<file path="src/rtl/hazard_pkg.sv">
// Shared types and constants for the pipeline hazard/redirect controller.
package hazard_pkg;

  typedef enum logic [1:0] {
    S_RUN = 2'd0,
    S_RET = 2'd1,
    S_INT = 2'd2
  } state_e;

  localparam logic [1:0] FWD_RF = 2'b00;
  localparam logic [1:0] FWD_M  = 2'b01;
  localparam logic [1:0] FWD_W  = 2'b10;

  function automatic int unsigned max2(input int unsigned a, input int unsigned b);
    return (a > b) ? a : b;
  endfunction

endpackage

</file>
<file path="src/rtl/hazard_ctrl_if.sv">
// Pipeline-field inputs and stall/flush/forward controls of hazard_ctrl.
interface hazard_ctrl_if #(parameter int REG_AW = 2);

  logic [REG_AW-1:0] ra_D, rb_D, ra_E, rb_E, rd_E, rd_M, rd_W;
  logic              use_ra_D, use_rb_D;
  logic              wr_en_regf_E, wr_en_regf_M, wr_en_regf_W;
  logic              rd_en_E, branch_taken_E, is_ret_E, intr_req;
  logic              stall_F, stall_D, flush_D, flush_E;
  logic [1:0]        fwd_a_sel, fwd_b_sel;
  logic              intr_ack, pc_src_intr, busy;

  modport master (
    output ra_D, rb_D, ra_E, rb_E, rd_E, rd_M, rd_W, use_ra_D, use_rb_D,
           wr_en_regf_E, wr_en_regf_M, wr_en_regf_W, rd_en_E, branch_taken_E,
           is_ret_E, intr_req,
    input  stall_F, stall_D, flush_D, flush_E, fwd_a_sel, fwd_b_sel,
           intr_ack, pc_src_intr, busy
  );

  modport slave (
    input  ra_D, rb_D, ra_E, rb_E, rd_E, rd_M, rd_W, use_ra_D, use_rb_D,
           wr_en_regf_E, wr_en_regf_M, wr_en_regf_W, rd_en_E, branch_taken_E,
           is_ret_E, intr_req,
    output stall_F, stall_D, flush_D, flush_E, fwd_a_sel, fwd_b_sel,
           intr_ack, pc_src_intr, busy
  );

endinterface

</file>
<file path="src/rtl/hazard_ctrl_fwd_unit.sv">
// EX-operand forwarding comparator; with EN=0 both selects stay on the register file.
module fwd_unit
  import hazard_pkg::*;
#(
  parameter int REG_AW = 2,
  parameter bit EN     = 1'b1
) (
  input  logic [REG_AW-1:0] ra_e_i,
  input  logic [REG_AW-1:0] rb_e_i,
  input  logic [REG_AW-1:0] rd_m_i,
  input  logic [REG_AW-1:0] rd_w_i,
  input  logic              wr_m_i,
  input  logic              wr_w_i,
  output logic [1:0]        fwd_a_o,
  output logic [1:0]        fwd_b_o
);

  // The younger producer in M holds the newer value, so it wins over W.
  function automatic logic [1:0] pick(input logic [REG_AW-1:0] src);
    if (wr_m_i && (rd_m_i == src)) return FWD_M;
    if (wr_w_i && (rd_w_i == src)) return FWD_W;
    return FWD_RF;
  endfunction

  assign fwd_a_o = EN ? pick(ra_e_i) : FWD_RF;
  assign fwd_b_o = EN ? pick(rb_e_i) : FWD_RF;

endmodule

</file>
<file path="src/rtl/hazard_ctrl.sv">
// Hazard/redirect controller: load-use and RAW stalls, RET and interrupt bubble sequencing.
// Define HAZARD_FWD_EN to enable EX-operand forwarding (otherwise RAW hazards stall).
module hazard_ctrl
  import hazard_pkg::*;
#(
  parameter int unsigned REG_AW      = 2,
  parameter int unsigned RET_BUBBLES = 2,
  parameter int unsigned INTR_CYCLES = 3
) (
  input logic         clk,
  input logic         reset,
  hazard_ctrl_if.slave hz
);

  localparam int unsigned CNT_W = $clog2(max2(RET_BUBBLES, INTR_CYCLES) + 1);

  if (RET_BUBBLES == 0 || INTR_CYCLES == 0) begin : g_bad_params
    $error("hazard_ctrl: RET_BUBBLES and INTR_CYCLES must be non-zero");
  end

`ifdef HAZARD_FWD_EN
  localparam bit FWD_EN = 1'b1;
`else
  localparam bit FWD_EN = 1'b0;
`endif

  state_e           state_q, state_d;
  logic [CNT_W-1:0] cnt_q, cnt_d;
  logic             pending_q, pending_d;
  logic             init_q;
  logic             live;
  logic             dep_e, dep_m, load_use, data_stall;
  logic             stall_f, stall_d, flush_d, flush_e, ack, pc_intr;
  logic [1:0]       fwd_a, fwd_b;

  fwd_unit #(.REG_AW(REG_AW), .EN(FWD_EN)) u_fwd (
    .ra_e_i (hz.ra_E),
    .rb_e_i (hz.rb_E),
    .rd_m_i (hz.rd_M),
    .rd_w_i (hz.rd_W),
    .wr_m_i (hz.wr_en_regf_M),
    .wr_w_i (hz.wr_en_regf_W),
    .fwd_a_o(fwd_a),
    .fwd_b_o(fwd_b)
  );

  // W needs no check: the register file writes through to decode reads.
  assign dep_e = (hz.use_ra_D && hz.ra_D == hz.rd_E) || (hz.use_rb_D && hz.rb_D == hz.rd_E);
  assign dep_m = (hz.use_ra_D && hz.ra_D == hz.rd_M) || (hz.use_rb_D && hz.rb_D == hz.rd_M);
  assign load_use   = hz.rd_en_E && hz.wr_en_regf_E && dep_e;
  assign data_stall = FWD_EN ? load_use
                             : ((hz.wr_en_regf_E && dep_e) || (hz.wr_en_regf_M && dep_m));

  // init_q keeps the block quiet for the first cycle after reset release.
  assign live = !reset && !init_q;

  // NOTE: state registers use non-blocking assignments so every flop samples pre-edge values.
  always_ff @(posedge clk or posedge reset) begin
    if (reset) begin
      state_q   <= S_RUN;
      cnt_q     <= '0;
      pending_q <= 1'b0;
      init_q    <= 1'b1;
    end else begin
      state_q   <= state_d;
      cnt_q     <= cnt_d;
      pending_q <= pending_d;
      init_q    <= 1'b0;
    end
  end

  // NOTE: every signal gets a default before the case so no path leaves it unassigned (no latch).
  always_comb begin
    state_d   = state_q;
    cnt_d     = cnt_q;
    pending_d = pending_q | hz.intr_req;
    stall_f   = 1'b0;
    stall_d   = 1'b0;
    flush_d   = 1'b0;
    flush_e   = 1'b0;
    ack       = 1'b0;
    pc_intr   = 1'b0;
    if (init_q) begin
      pending_d = pending_q;
    end else begin
      unique case (state_q)
        S_RUN: begin
          if (hz.is_ret_E) begin
            flush_d = 1'b1;
            flush_e = 1'b1;
            cnt_d   = CNT_W'(RET_BUBBLES);
            state_d = S_RET;
          end else if (hz.branch_taken_E) begin
            flush_d = 1'b1;
            flush_e = 1'b1;
          end else if (data_stall) begin
            stall_f = 1'b1;
            stall_d = 1'b1;
            flush_e = 1'b1;
          end else if (pending_q) begin
            ack       = 1'b1;
            cnt_d     = CNT_W'(INTR_CYCLES);
            pending_d = 1'b0;
            state_d   = S_INT;
          end
        end
        S_RET, S_INT: begin
          stall_f = 1'b1;
          flush_d = 1'b1;
          flush_e = 1'b1;
          pc_intr = (state_q == S_INT);
          cnt_d   = cnt_q - CNT_W'(1);
          if (cnt_q == CNT_W'(1)) state_d = S_RUN;
        end
        default: state_d = S_RUN;
      endcase
    end
  end

  assign hz.stall_F     = live && stall_f;
  assign hz.stall_D     = live && stall_d;
  assign hz.flush_D     = live && flush_d;
  assign hz.flush_E     = live && flush_e;
  assign hz.intr_ack    = live && ack;
  assign hz.pc_src_intr = live && pc_intr;
  assign hz.busy        = live && (state_q != S_RUN);
  assign hz.fwd_a_sel   = live ? fwd_a : FWD_RF;
  assign hz.fwd_b_sel   = live ? fwd_b : FWD_RF;

endmodule
</file>
<file path="src/flat_wrapper.sv">
// flat-port wrapper written by rule: the top's interface ports become plain ports
module hazard_ctrl_flat import hazard_pkg::*;
#(
  parameter int unsigned REG_AW      = 2,
  parameter int unsigned RET_BUBBLES = 2,
  parameter int unsigned INTR_CYCLES = 3
)
  (clk, reset, hz_ra_D, hz_rb_D, hz_ra_E, hz_rb_E, hz_rd_E, hz_rd_M, hz_rd_W, hz_use_ra_D, hz_use_rb_D, hz_wr_en_regf_E, hz_wr_en_regf_M, hz_wr_en_regf_W, hz_rd_en_E, hz_branch_taken_E, hz_is_ret_E, hz_intr_req, hz_stall_F, hz_stall_D, hz_flush_D, hz_flush_E, hz_fwd_a_sel, hz_fwd_b_sel, hz_intr_ack, hz_pc_src_intr, hz_busy);
  hazard_ctrl_if #(.REG_AW(REG_AW)) hz_i ();
  input logic clk;
  input logic reset;
  input wire logic [$bits(hz_i.ra_D)-1:0] hz_ra_D;
  input wire logic [$bits(hz_i.rb_D)-1:0] hz_rb_D;
  input wire logic [$bits(hz_i.ra_E)-1:0] hz_ra_E;
  input wire logic [$bits(hz_i.rb_E)-1:0] hz_rb_E;
  input wire logic [$bits(hz_i.rd_E)-1:0] hz_rd_E;
  input wire logic [$bits(hz_i.rd_M)-1:0] hz_rd_M;
  input wire logic [$bits(hz_i.rd_W)-1:0] hz_rd_W;
  input wire logic [$bits(hz_i.use_ra_D)-1:0] hz_use_ra_D;
  input wire logic [$bits(hz_i.use_rb_D)-1:0] hz_use_rb_D;
  input wire logic [$bits(hz_i.wr_en_regf_E)-1:0] hz_wr_en_regf_E;
  input wire logic [$bits(hz_i.wr_en_regf_M)-1:0] hz_wr_en_regf_M;
  input wire logic [$bits(hz_i.wr_en_regf_W)-1:0] hz_wr_en_regf_W;
  input wire logic [$bits(hz_i.rd_en_E)-1:0] hz_rd_en_E;
  input wire logic [$bits(hz_i.branch_taken_E)-1:0] hz_branch_taken_E;
  input wire logic [$bits(hz_i.is_ret_E)-1:0] hz_is_ret_E;
  input wire logic [$bits(hz_i.intr_req)-1:0] hz_intr_req;
  output wire logic [$bits(hz_i.stall_F)-1:0] hz_stall_F;
  output wire logic [$bits(hz_i.stall_D)-1:0] hz_stall_D;
  output wire logic [$bits(hz_i.flush_D)-1:0] hz_flush_D;
  output wire logic [$bits(hz_i.flush_E)-1:0] hz_flush_E;
  output wire logic [$bits(hz_i.fwd_a_sel)-1:0] hz_fwd_a_sel;
  output wire logic [$bits(hz_i.fwd_b_sel)-1:0] hz_fwd_b_sel;
  output wire logic [$bits(hz_i.intr_ack)-1:0] hz_intr_ack;
  output wire logic [$bits(hz_i.pc_src_intr)-1:0] hz_pc_src_intr;
  output wire logic [$bits(hz_i.busy)-1:0] hz_busy;
  assign hz_i.ra_D = hz_ra_D;
  assign hz_i.rb_D = hz_rb_D;
  assign hz_i.ra_E = hz_ra_E;
  assign hz_i.rb_E = hz_rb_E;
  assign hz_i.rd_E = hz_rd_E;
  assign hz_i.rd_M = hz_rd_M;
  assign hz_i.rd_W = hz_rd_W;
  assign hz_i.use_ra_D = hz_use_ra_D;
  assign hz_i.use_rb_D = hz_use_rb_D;
  assign hz_i.wr_en_regf_E = hz_wr_en_regf_E;
  assign hz_i.wr_en_regf_M = hz_wr_en_regf_M;
  assign hz_i.wr_en_regf_W = hz_wr_en_regf_W;
  assign hz_i.rd_en_E = hz_rd_en_E;
  assign hz_i.branch_taken_E = hz_branch_taken_E;
  assign hz_i.is_ret_E = hz_is_ret_E;
  assign hz_i.intr_req = hz_intr_req;
  assign hz_stall_F = hz_i.stall_F;
  assign hz_stall_D = hz_i.stall_D;
  assign hz_flush_D = hz_i.flush_D;
  assign hz_flush_E = hz_i.flush_E;
  assign hz_fwd_a_sel = hz_i.fwd_a_sel;
  assign hz_fwd_b_sel = hz_i.fwd_b_sel;
  assign hz_intr_ack = hz_i.intr_ack;
  assign hz_pc_src_intr = hz_i.pc_src_intr;
  assign hz_busy = hz_i.busy;
  hazard_ctrl #(.REG_AW(REG_AW), .RET_BUBBLES(RET_BUBBLES), .INTR_CYCLES(INTR_CYCLES)) u_core (.clk(clk), .reset(reset), .hz(hz_i));
endmodule
</file>
<file path="config.mk">
export PLATFORM = sky130hd
export DESIGN_NAME = hazard_ctrl_flat
export DESIGN_NICKNAME = d
export VERILOG_FILES = /design/src/rtl/hazard_pkg.sv /design/src/rtl/hazard_ctrl_if.sv /design/src/rtl/hazard_ctrl_fwd_unit.sv /design/src/rtl/hazard_ctrl.sv /design/src/flat_wrapper.sv
export SDC_FILE = /design/constraint.sdc
export NUM_CORES = 1
export LEC_CHECK = 0
export BUFFER_PORTS_ARGS = -buffer_cell sky130_fd_sc_hd__buf_2
export CAP_MARGIN = 10
export CORE_AREA = 5 5 47 49
export DETAILED_ROUTE_END_ITERATION = 10
export DIE_AREA = 0 0 52 54
export PLACE_DENSITY = 0.67
export SLEW_MARGIN = 10
export SYNTH_ARGS = -nofsm -noshare
export SYNTH_HDL_FRONTEND = slang
export SYNTH_SLANG_ARGS = --single-unit
</file>
<file path="constraint.sdc">
create_clock -name clk -period 1.55 [get_ports clk]
set_clock_uncertainty 0.05 [all_clocks]
set_input_delay 0.31 -clock clk [delete_from_list [all_inputs] [get_ports clk]]
set_output_delay 0.31 -clock clk [all_outputs]
set_load 0.05 [all_outputs]
</file>
==> out/metrics.yaml, run 1 <==
synth:
  syn_inst: 76
  synth_top_area_cell: "dfrtp_1"
  ys_warn_count: 0
  synth_top_area_share_pct: 20.2
  synth_area_per_cell_sq_um: 8.13
  syn_area_sq_um: 618
  ys_seq_area_share_pct: 24.5
  synth.area.top_cells: "dfrtp_1 20%, xnor2_1 11%, ha_1 8.1%, buf_4 4.9%, dfstp_2 4.3%"
  ys_types: 32
  ys_seq_elements: 6
cells_and_area:
  diodes: 0
  drive_above_1_share_pct: 57.4
  final_nets: 152
  final_cell_mix: "19 x buf_4, 16 x buf_2, 10 x buf_6, 8 x xnor2_1"
  fin_cells: 149
  final_common_cell: "buf_4"
  area_delta_synth_final_pct: 79.1
  final_core_util_pct: 60.8
power_and_ir_drop:
  p_per_area_nw_per_um2: 1490
  p_sw_uw: 695
  p_int_uw: 950
  p_total_mw: 1.65
  p_seq_share_pct: 15.9
  pwr-share-comb_pct: 74.5
  pwr-share-clk_pct: 9.6
  p_leak_nw: 0.504
  peakVddDrop_mv: 0.756
  switching_share_pct: 42.2
detailed_routing:
  wl_per_cell_um: 11.7
  first_iter_violations: 5
  drc_errors: 0
  vias: 716
  finalWirelength_um: 1740
  ant_nets: 0
  vias_per_cell: 4.81
  drt_first_pass_iters: 4
sta:
  layout_setup_ws_ns: -0.455
  rsz0062_at_grt: "yes"
  tns_ns: -2.63
  layout_min_cycle_time_ns: 2.00
  report.final.slew_viol_count: 0
  fmax_mhz: 499
  setup_violations: 10
  finalHoldViolCount: 0
  period_share_pct: 129
clock_network:
  cts_max_level: 1
  clock_latency_ns: 0.25
  clkTransAtPathRegs_ns: 0.05
  cts_root_buffer: "clkbuf_4"
  cts_buffers: 3
  ctsLongestPathBuffers: 2
  cts_sinks: 6
  hold_buffers: 0
  cts_tree: "built"
worst_hold_path:
  hp-class: "primary input to asynchronous set/reset pin"
die:
  die_w_um: 52
  die_y_um: 54
  initial_utilization_pct: 33.9
  placementRows: 16
  io_pins: 36
  fp.coreArea_sq_um: 1820
  die-area_sq_um: 2810
grt:
  grt_antenna_before_repair: 0
  grt_pass1_wl_um: 2990
  first_global_vias: 761
  track_usage_pct: 14.4
  grt_max_degree: 8
  overflow: 0
critical_path:
  cp.arrival_ns: 1.64
  path_class: "flop to output port"
  worstPathMaxFanout: 2
  cp.required_ns: 1.19
  critPathLaunchType: "flop"
  cp-end-kind: "output port"
status:
  status: "complete, but fails checks"
  failed_checks: "setup timing"
placement:
  dpl.hpwl_um: 1360
  gp_congestion: 0.789
  portBuffers: 23
  placed_cells: 141
job:
  drv_cap: 0
-- cells in the mapped netlist --
library cell / count
inv_1: 6
buf_4: 4
clkbuf_1: 1
a22o_4: 1
a22o_1: 1
a311o_1: 1
nor3_1: 4
o21a_1: 2
dfrtp_1: 5
nor2_1: 6
o211ai_1: 1
or4_1: 1
o21ai_0: 1
and4_1: 1
buf_2: 1
and2_0: 1
nand2_1: 4
conb_1: 1
dfstp_2: 1
buf_6: 1
or2_2: 1
xnor2_1: 8
a31o_1: 1
nor3b_1: 1
a31oi_1: 1
and3_1: 1
a21oi_1: 5
nor2b_1: 3
nand2b_1: 2
ha_1: 4
mux2i_1: 1
nand4_1: 4
-- final timing paths --
path	startpoint	endpoint	slack (ns)	depth (start not counted)
max	u_core.state_q[0]	hz_intr_ack	-0.45	6
max reg2reg	u_core.state_q[0]	u_core.cnt_q[0]	-0.10	9
min in group clk	hz_intr_req	u_core.pending_q	0.25	2
max in group asynchronous	reset	u_core.init_q	1.06	3
min reg2reg	u_core.cnt_q[1]	u_core.cnt_q[1]	0.47	2
min	reset	u_core.state_q[1]	0.11	3
-- sequential cells by signal, summed over array words and instances, names as in the netlist --
signal / count
u_core.init_q: 1
u_core.pending_q: 1
u_core.cnt_q: 2
u_core.state_q: 2
-- area by class of cell --
cell class,instances,area [sq um]
timing repair buffer,45,335
fill,149,714
inverter,6,22.5
sequential,6,151
multi-input combinational,61,538
tap,27,33.8
clock buffer,4,26.3
-- critical path, stage by stage (launching register included) --
cell      delay, ns
dfrtp_1        0.39
inv_2          0.08
ha_4           0.14
nand2b_4       0.05
or4_4          0.45
nor2_4         0.12
buf_6          0.16
-- power by group through the flow --
stage / clock (mW) / combinational (mW) / sequential (mW)
2_1_floorplan: 0 / 0.695 / 0.262
3_3_place_gp: 0 / 0.966 / 0.263
3_5_place_dp: 0 / 0.983 / 0.264
4_1_cts: 0.164 / 1.16 / 0.261
5_1_grt: 0.171 / 1.33 / 0.268
6_report: 0.158 / 1.23 / 0.262
-- metal layers --
metal  vias up  routed length [um]  track usage (%)
li1        347                   -                -
met1       333                 645             13.9
met2        32                 940             28.5
met3         4                 112             2.22
met4         0                  38             8.73
met5         -                   0                0
-- logic make-up (layout without fill, tap and decap cells) --
family          Yosys count  after routing  synth area share (%)
flops                     6              6                  24.5
mux                       1              1                  1.62
simple gates             29             29                  25.3
other cells               1              5                 0.607
compound gates           14             14                  16.8
xor+xnor                  8              8                  11.3
buf+inv                  13             55                  11.7
fa+ha+maj                 4              4                  8.10
-- stage by stage --
step | area (sq um) | setup slack [ns] | hold WS (ns)
after global routing | 1110 | -0.507 | 0.140
after floorplan | 723 | -0.274 | 0.0502
after global placement | 947 | -0.300 | 0.363
final | 1110 | -0.455 | 0.114
after CTS | 1090 | -0.458 | 0.117
after detailed placement | 947 | -0.327 | 0.369
-- what timing repair did --
action,in CTS,in global routing
resized for setup,26,4
hold endpoints to repair,0,0
buffers inserted,3,3
pin swaps,4,2
endpoints found under the setup margin,9,10
Note: power is estimated with default switching activity, not from simulation.
==> run 2: changes to the inputs <==
CORE_AREA = 5 5 48 50   (was 5 5 47 49)
DIE_AREA = 0 0 53 55   (was 0 0 52 54)
PLACE_DENSITY = 0.7   (was 0.67)
SLEW_MARGIN = not set   (was 10)
SYNTH_HIERARCHICAL = 1   (was not set)
==> out/metrics.yaml, run 2 <==
sta:
  period_share_pct: 124  # -4.9 points
  fmax_mhz: 518  # +3.9%
  tns_ns: -2.95  # -0.320 ns
  rsz0062_at_grt: "yes"
  setup_violations: 11  # +1
  finalHoldViolCount: 0  # unchanged
  layout_min_cycle_time_ns: 1.93  # -0.0756 ns
  report.final.slew_viol_count: 0  # unchanged
  layout_setup_ws_ns: -0.379  # +0.0756 ns
cells_and_area:
  reg_top3: "u_core/cnt_q: 2 flops, u_core/state_q: 2 flops"
  fill_cells: 136  # -8.7%
  area_delta_synth_final_pct: 93.4
  diodes: 0  # unchanged
  final_cell_mix: "28 x buf_4, 16 x buf_2, 12 x buf_6, 6 x nand2_1"
  design_area_sq_um: 1350  # +22%
  final_common_cell: "buf_4"
  drive_above_1_share_pct: 61.8  # +4.4 points
  fin_cells: 171  # +15%
  final_nets: 174  # +14%
critical_path:
  reg2reg_slack_ns: -0.32  # -0.22 ns
  worstPathMaxFanout: 4  # +2
  slowest_stage: "dfrtp_1"
  cp_cell_sequence: "inv_2, ha_4, buf_4, o21ai_2, a2111oi_4, buf_6"
  ff2ff_path_depth: 8  # -1
  path_class: "flop to output port"
  max_stage_delay_ns: 0.38  # -0.07 ns
  cp.arrival_ns: 1.57  # -0.07 ns
  r2r_start: "u_core/state_q[0]"
  rr_endpoint: "u_core/cnt_q[0]"
  cp-end-kind: "output port"
  cp.required_ns: 1.19  # about the same
  critPathLaunchType: "flop"
synth:
  synth_top_area_share_pct: 17.9  # -2.4 points
  synth.most_common_cell: "xnor2_1"
  synth_edf_count: 0  # unchanged
  synthArstFlopShare_pct: 100  # unchanged
  ys_seq_elements: 6  # unchanged
  synth_top_flop_cell: "dfrtp_1"
  ys_warn_count: 6  # +6
  netlist_top_cells_count: "8 x xnor2_1, 7 x inv_1, 7 x nand2_1"
  synth.area.top_cells: "dfrtp_1 18%, xnor2_1 10%, ha_1 7.2%, and2_1 4.5%, mux2i_1 4.3%"
  synth_top_area_cell: "dfrtp_1"
  ys_types: 32  # unchanged
  syn_inst: 85  # +12%
  synth_area_per_cell_sq_um: 8.23  # +1.2%
  ys_seq_area_share_pct: 21.6  # -2.8 points
  syn_area_sq_um: 699  # +13%
die:
  die_w_um: 53  # +1.9%
  die_y_um: 55  # +1.9%
  initial_utilization_pct: 37.6  # +3.6 points
  fp.coreArea_sq_um: 1860  # +2.2%
  placementRows: 16  # unchanged
  die-area_sq_um: 2920  # +3.8%
  io_pins: 36  # unchanged
clock_network:
  hold_buffers: 0  # unchanged
  cts_root_buffer: "clkbuf_4"
  cts_buffers: 3  # unchanged
  ctsLongestPathBuffers: 2  # unchanged
  cts_max_level: 1  # unchanged
  cts_sinks: 6  # unchanged
  clock_latency_ns: 0.24  # about the same
  cts_tree: "built"
  clkTransAtPathRegs_ns: 0.05  # about the same
detailed_routing:
  vias_per_cell: 4.75  # -1.2%
  vias: 812  # +13%
  drt_first_pass_iters: 4  # unchanged
  drc_errors: 0  # unchanged
  ant_nets: 0  # unchanged
  finalWirelength_um: 2310  # +33%
  first_iter_violations: 5  # unchanged
  wl_per_cell_um: 13.5  # +16%
grt:
  overflow: 0  # unchanged
  first_global_vias: 827  # +8.7%
  grt_antenna_before_repair: 0  # unchanged
  grt_pass1_wl_um: 3410  # +14%
  grt_max_degree: 7  # -1
  track_usage_pct: 15.9  # +1.5 points
status:
  failed_checks: "setup timing"
  status: "complete, but fails checks"
power_and_ir_drop:
  peakVddDrop_mv: 0.901  # +19%
  p_leak_nw: 0.632  # +25%
  p_per_area_nw_per_um2: 1570  # +5.6%
  p_total_mw: 2.12  # +29%
placement:
  gp_congestion: 0.767  # -2.8%
  portBuffers: 23  # unchanged
  dpl.hpwl_um: 1700  # +25%
  placed_cells: 155  # +9.9%
  dp_slack_ns: -0.427  # -0.100 ns
  dpl_cell_area_sq_um: 1100  # +16%
job:
  drv_cap: 0  # unchanged
worst_hold_path:
  hp-class: "primary input to asynchronous set/reset pin"
run 2: cell count changes in the layout (fill, tap and decap cells not counted), sizes merged, moves of 2 or more:
cell	previous run	this run
a21oi	5	3
a22o	2	0
o21ai	1	3
mux2i	1	3
nand3	0	2
nand2	4	7
nor3	4	1
o21a	2	0
buf	45	57
and2	1	5
nor4	0	3
run 2: power breakdown:
group | internal (mW) | switching (mW)
logic | 0.886 | 0.822
registers | 0.221 | 0.0457
clock network | 0.0971 | 0.0497
total | 1.20 | 0.918
run 2: routing by layer:
| layer | GRT usage (%) | vias to the layer above | routed length [um] |
|---|---|---|---|
| met4 | 6.38 | 0 | 14 |
| met5 | 0 | - | 0 |
| met2 | 30.6 | 18 | 1310 |
| li1 | - | 403 | - |
| met1 | 17.7 | 389 | 895 |
| met3 | 1.88 | 2 | 90 |
run 2: critical path, delay by kind of cell (launching register included):
kind | cells | cell delay, ns
DFF | 1 | 0.38
buffers and inverters | 3 | 0.42
adders and majority gates | 1 | 0.17
AOI/OAI and AO/OA | 2 | 0.36
run 2: worst max-delay path by stage:
stage / from / slack, ns / cells after the start / endpoint
after floorplan: u_core/state_q[1] / -0.36 / 6 / hz_stall_F
after global placement: hz_rb_D[1] / -0.38 / 7 / hz_flush_E
after detailed placement: hz_rb_D[1] / -0.43 / 7 / hz_flush_E
after CTS: u_core/state_q[0] / -0.37 / 5 / hz_flush_E
after global routing: u_core/state_q[1] / -0.43 / 6 / hz_flush_E
final: u_core/state_q[0] / -0.38 / 6 / hz_flush_E
run 2: cell type report:
cell class	instances	area, sq um	share of cell area (%)
clock buffer	4	26.3	1.94
inverter	7	26.3	1.94
multi-input combinational	70	674	49.9
sequential	6	151	11.2
tap	27	33.8	2.50
timing repair buffer	57	440	32.6
run 2: cell families after synthesis:
| logic type | Yosys count | synth area share, % |
|---|---|---|
| mux | 4 | 5.90 |
| other cells | 2 | 1.07 |
| simple gates | 36 | 30.9 |
| buf+inv | 12 | 8.59 |
| xor+xnor | 8 | 10.0 |
| fa+ha+maj | 4 | 7.16 |
| compound gates | 13 | 14.7 |
| flops | 6 | 21.6 |
run 2: what timing repair did:
action,4_1_cts,5_1_grt
endpoints found under the hold margin,0,0
buffers inserted,8,4
gates resized for setup,29,5
pin swaps,8,10
endpoints found under the setup margin,11,11
run 2: per-stage QoR:
| step | utilization, % | hold slack (ns) |
|---|---|---|
| 2_1_floorplan | - | 0.0502 |
| 3_3_place_gp | 58.9 | 0.257 |
| 3_5_place_dp | 58.9 | 0.256 |
| 4_1_cts | 69.4 | 0.00777 |
| 5_1_grt | 72.6 | 0.0443 |
| 6_report | 72.6 | 0.00977 |
==> run 3: changes to the inputs <==
BUFFER_PORTS_ARGS = not set   (was -buffer_cell sky130_fd_sc_hd__buf_2)
DONT_BUFFER_PORTS = 1   (was not set)
PLACE_DENSITY = 0.52   (was 0.7)
SETUP_SLACK_MARGIN = 0.15   (was not set)
==> out/metrics.yaml, run 3 (synthesis gave the netlist of run 2 again) <==
clock_network:
  cts_sinks: 6  # unchanged
  clkTransAtPathRegs_ns: 0.05  # about the same
  cts_root_buffer: "clkbuf_4"
  cts_max_level: 1  # unchanged
  clock_latency_ns: 0.24  # about the same
  cts_tree: "built"
  cts_buffers: 3  # unchanged
  ctsLongestPathBuffers: 2  # unchanged
die:
  io_pins: 36  # unchanged
  die_w_um: 53  # unchanged
  die-area_sq_um: 2920  # unchanged
  placementRows: 16  # unchanged
  initial_utilization_pct: 37.6  # unchanged
  fp.coreArea_sq_um: 1860  # unchanged
  die_y_um: 55  # unchanged
grt:
  overflow: 0  # unchanged
  grt_max_degree: 7  # unchanged
  busiest_layer: "met2"
  first_global_vias: 772  # -6.7%
  grt_pass1_wl_um: 3410  # unchanged
  gr-usage-met3_pct: 2.41  # +0.54 points
  use_met2_pct: 32.2  # +1.7 points
  grt_use_met1_pct: 16.7  # -1.1 points
  track_usage_pct: 16.1  # +0.20 points
  grt_antenna_before_repair: 0  # unchanged
cells_and_area:
  drive_above_1_share_pct: 52.8  # -9.0 points
  final_nets: 153  # -12%
  diodes: 0  # unchanged
  final_cell_mix: "17 x buf_4, 12 x buf_6, 8 x xnor2_1, 6 x buf_12, 6 x nand2_1"
  fin_cells: 150  # -12%
  reg_top3: "u_core/cnt_q: 2 flops, u_core/state_q: 2 flops"
  final_common_cell: "buf_4"
  area_delta_synth_final_pct: 89.1
  design_area_sq_um: 1320  # -2.2%
detailed_routing:
  first_iter_violations: 11  # +6
  wl_per_cell_um: 15.2  # +12%
  drt_first_pass_iters: 4  # unchanged
  vias_per_cell: 5.07  # +6.7%
  ant_nets: 0  # unchanged
  vias: 760  # -6.4%
  drc_errors: 0  # unchanged
  finalWirelength_um: 2270  # -1.6%
sta:
  layout_setup_ws_ns: -0.474  # -0.0946 ns
  holdWs_ns: 0.145  # +0.135 ns
  setup_violations: 11  # unchanged
  fmax_mhz: 494  # -4.7%
  rsz0062_at_grt: "yes"
  layout_min_cycle_time_ns: 2.02  # +0.0946 ns
  report.final.slew_viol_count: 0  # unchanged
  finalHoldViolCount: 0  # unchanged
  period_share_pct: 131  # +6.1 points
placement:
  dpl_cell_area_sq_um: 1050  # -4.2%
  dpl.hpwl_um: 1580  # -7.2%
  portBuffers: 0  # -100%
  dp_slack_ns: -0.266  # +0.160 ns
  gp_congestion: 0.774  # +0.91%
  placed_cells: 131  # -15%
critical_path:
  cp.required_ns: 1.62  # +0.43 ns
  cp-end-kind: "flop"
  cp_common_cell: "buf_6"
  path_class: "flop to flop"
  slowest_stage: "dfrtp_1"
  worstPathMaxFanout: 5  # +1
  cp.arrival_ns: 2.10  # +0.53 ns
  critPathLaunch: "u_core/state_q[1]"
  cp_cell_sequence: "inv_2, ha_4, buf_6, buf_6, nor2b_4, a211oi_4, nor2b_1, a31o_1, a311o_1"
  max_stage_delay_ns: 0.37  # about the same
  r2r_start: "u_core/state_q[1]"
  critPathLaunchType: "flop"
power_and_ir_drop:
  p_per_area_nw_per_um2: 1680  # +7.1%
  p_leak_nw: 0.549  # -13%
  peakVddDrop_mv: 0.986  # +9.5%
status:
  status: "complete, but fails checks"
  failed_checks: "setup timing"
job:
  drv_cap: 0  # unchanged
worst_hold_path:
  hp-class: "primary input to flop"
  hp-start: "hz_intr_req"
[run 3: path summary, 6_finish.rpt]
kind / endpoint / slack, ns / cells after the start
worst max-delay path: u_core/cnt_q[0] / -0.47 / 9
worst min-delay path: u_core/pending_q / 0.14 / 2
worst max register to register: u_core/cnt_q[0] / -0.47 / 9
worst min register to register: u_core/cnt_q[1] / 0.55 / 3
max in group asynchronous: u_core/init_q / 0.80 / 2
min in group asynchronous: u_core/cnt_q[0] / 0.39 / 2
[run 3: per-layer routing]
metal | share of wire, % | up-vias
met5 | 0 | -
met4 | 0.75 | 0
met3 | 4.4 | 2
met2 | 56 | 21
met1 | 39 | 371
li1 | - | 366
[run 3: through the flow]
stage | total power, mW | util [%] | TNS (ns)
after floorplan | 1.13 | - | -1.38
after global placement | 1.55 | 56.5 | -1.30
after detailed placement | 1.58 | 56.5 | -1.44
after CTS | 1.98 | 65.3 | -3.77
after global routing | 2.37 | 71.0 | -4.73
final | 2.22 | 71.0 | -3.88
[run 3: report_power, final]
part	switching (mW)	leakage [nW]	internal, mW
Sequential	0.0453	0.0683	0.221
Combinational	0.834	0.465	0.968
Clock	0.0567	0.0150	0.0975
[run 3: timing repair]
item                                   CTS  global route
setup endpoints to repair               12            12
hold buffers                             1             0
resized for setup                       14            14
pin swaps                                7            10
endpoints found under the hold margin    5             0
setup buffers                            9             5
[run 3: area by class of cell]
| type | instances | area [sq um] |
|---|---|---|
| clock buffers | 4 | 26.3 |
| inverters | 7 | 26.3 |
| repair buffers | 36 | 393 |
| fillers | 133 | 539 |
| flip-flops and latches | 6 | 151 |
| multi-input cells | 70 | 692 |
| well taps | 27 | 33.8 |
[run 3: worst max-delay path: cells and delay by family, from the launching register on]
family                     cells  cell delay, ns
buffers and inverters          3            0.28
and+or+nand+nor                2            0.22
DFF                            1            0.37
adders and majority gates      1            0.17
AOI/OAI and AO/OA              3            0.82
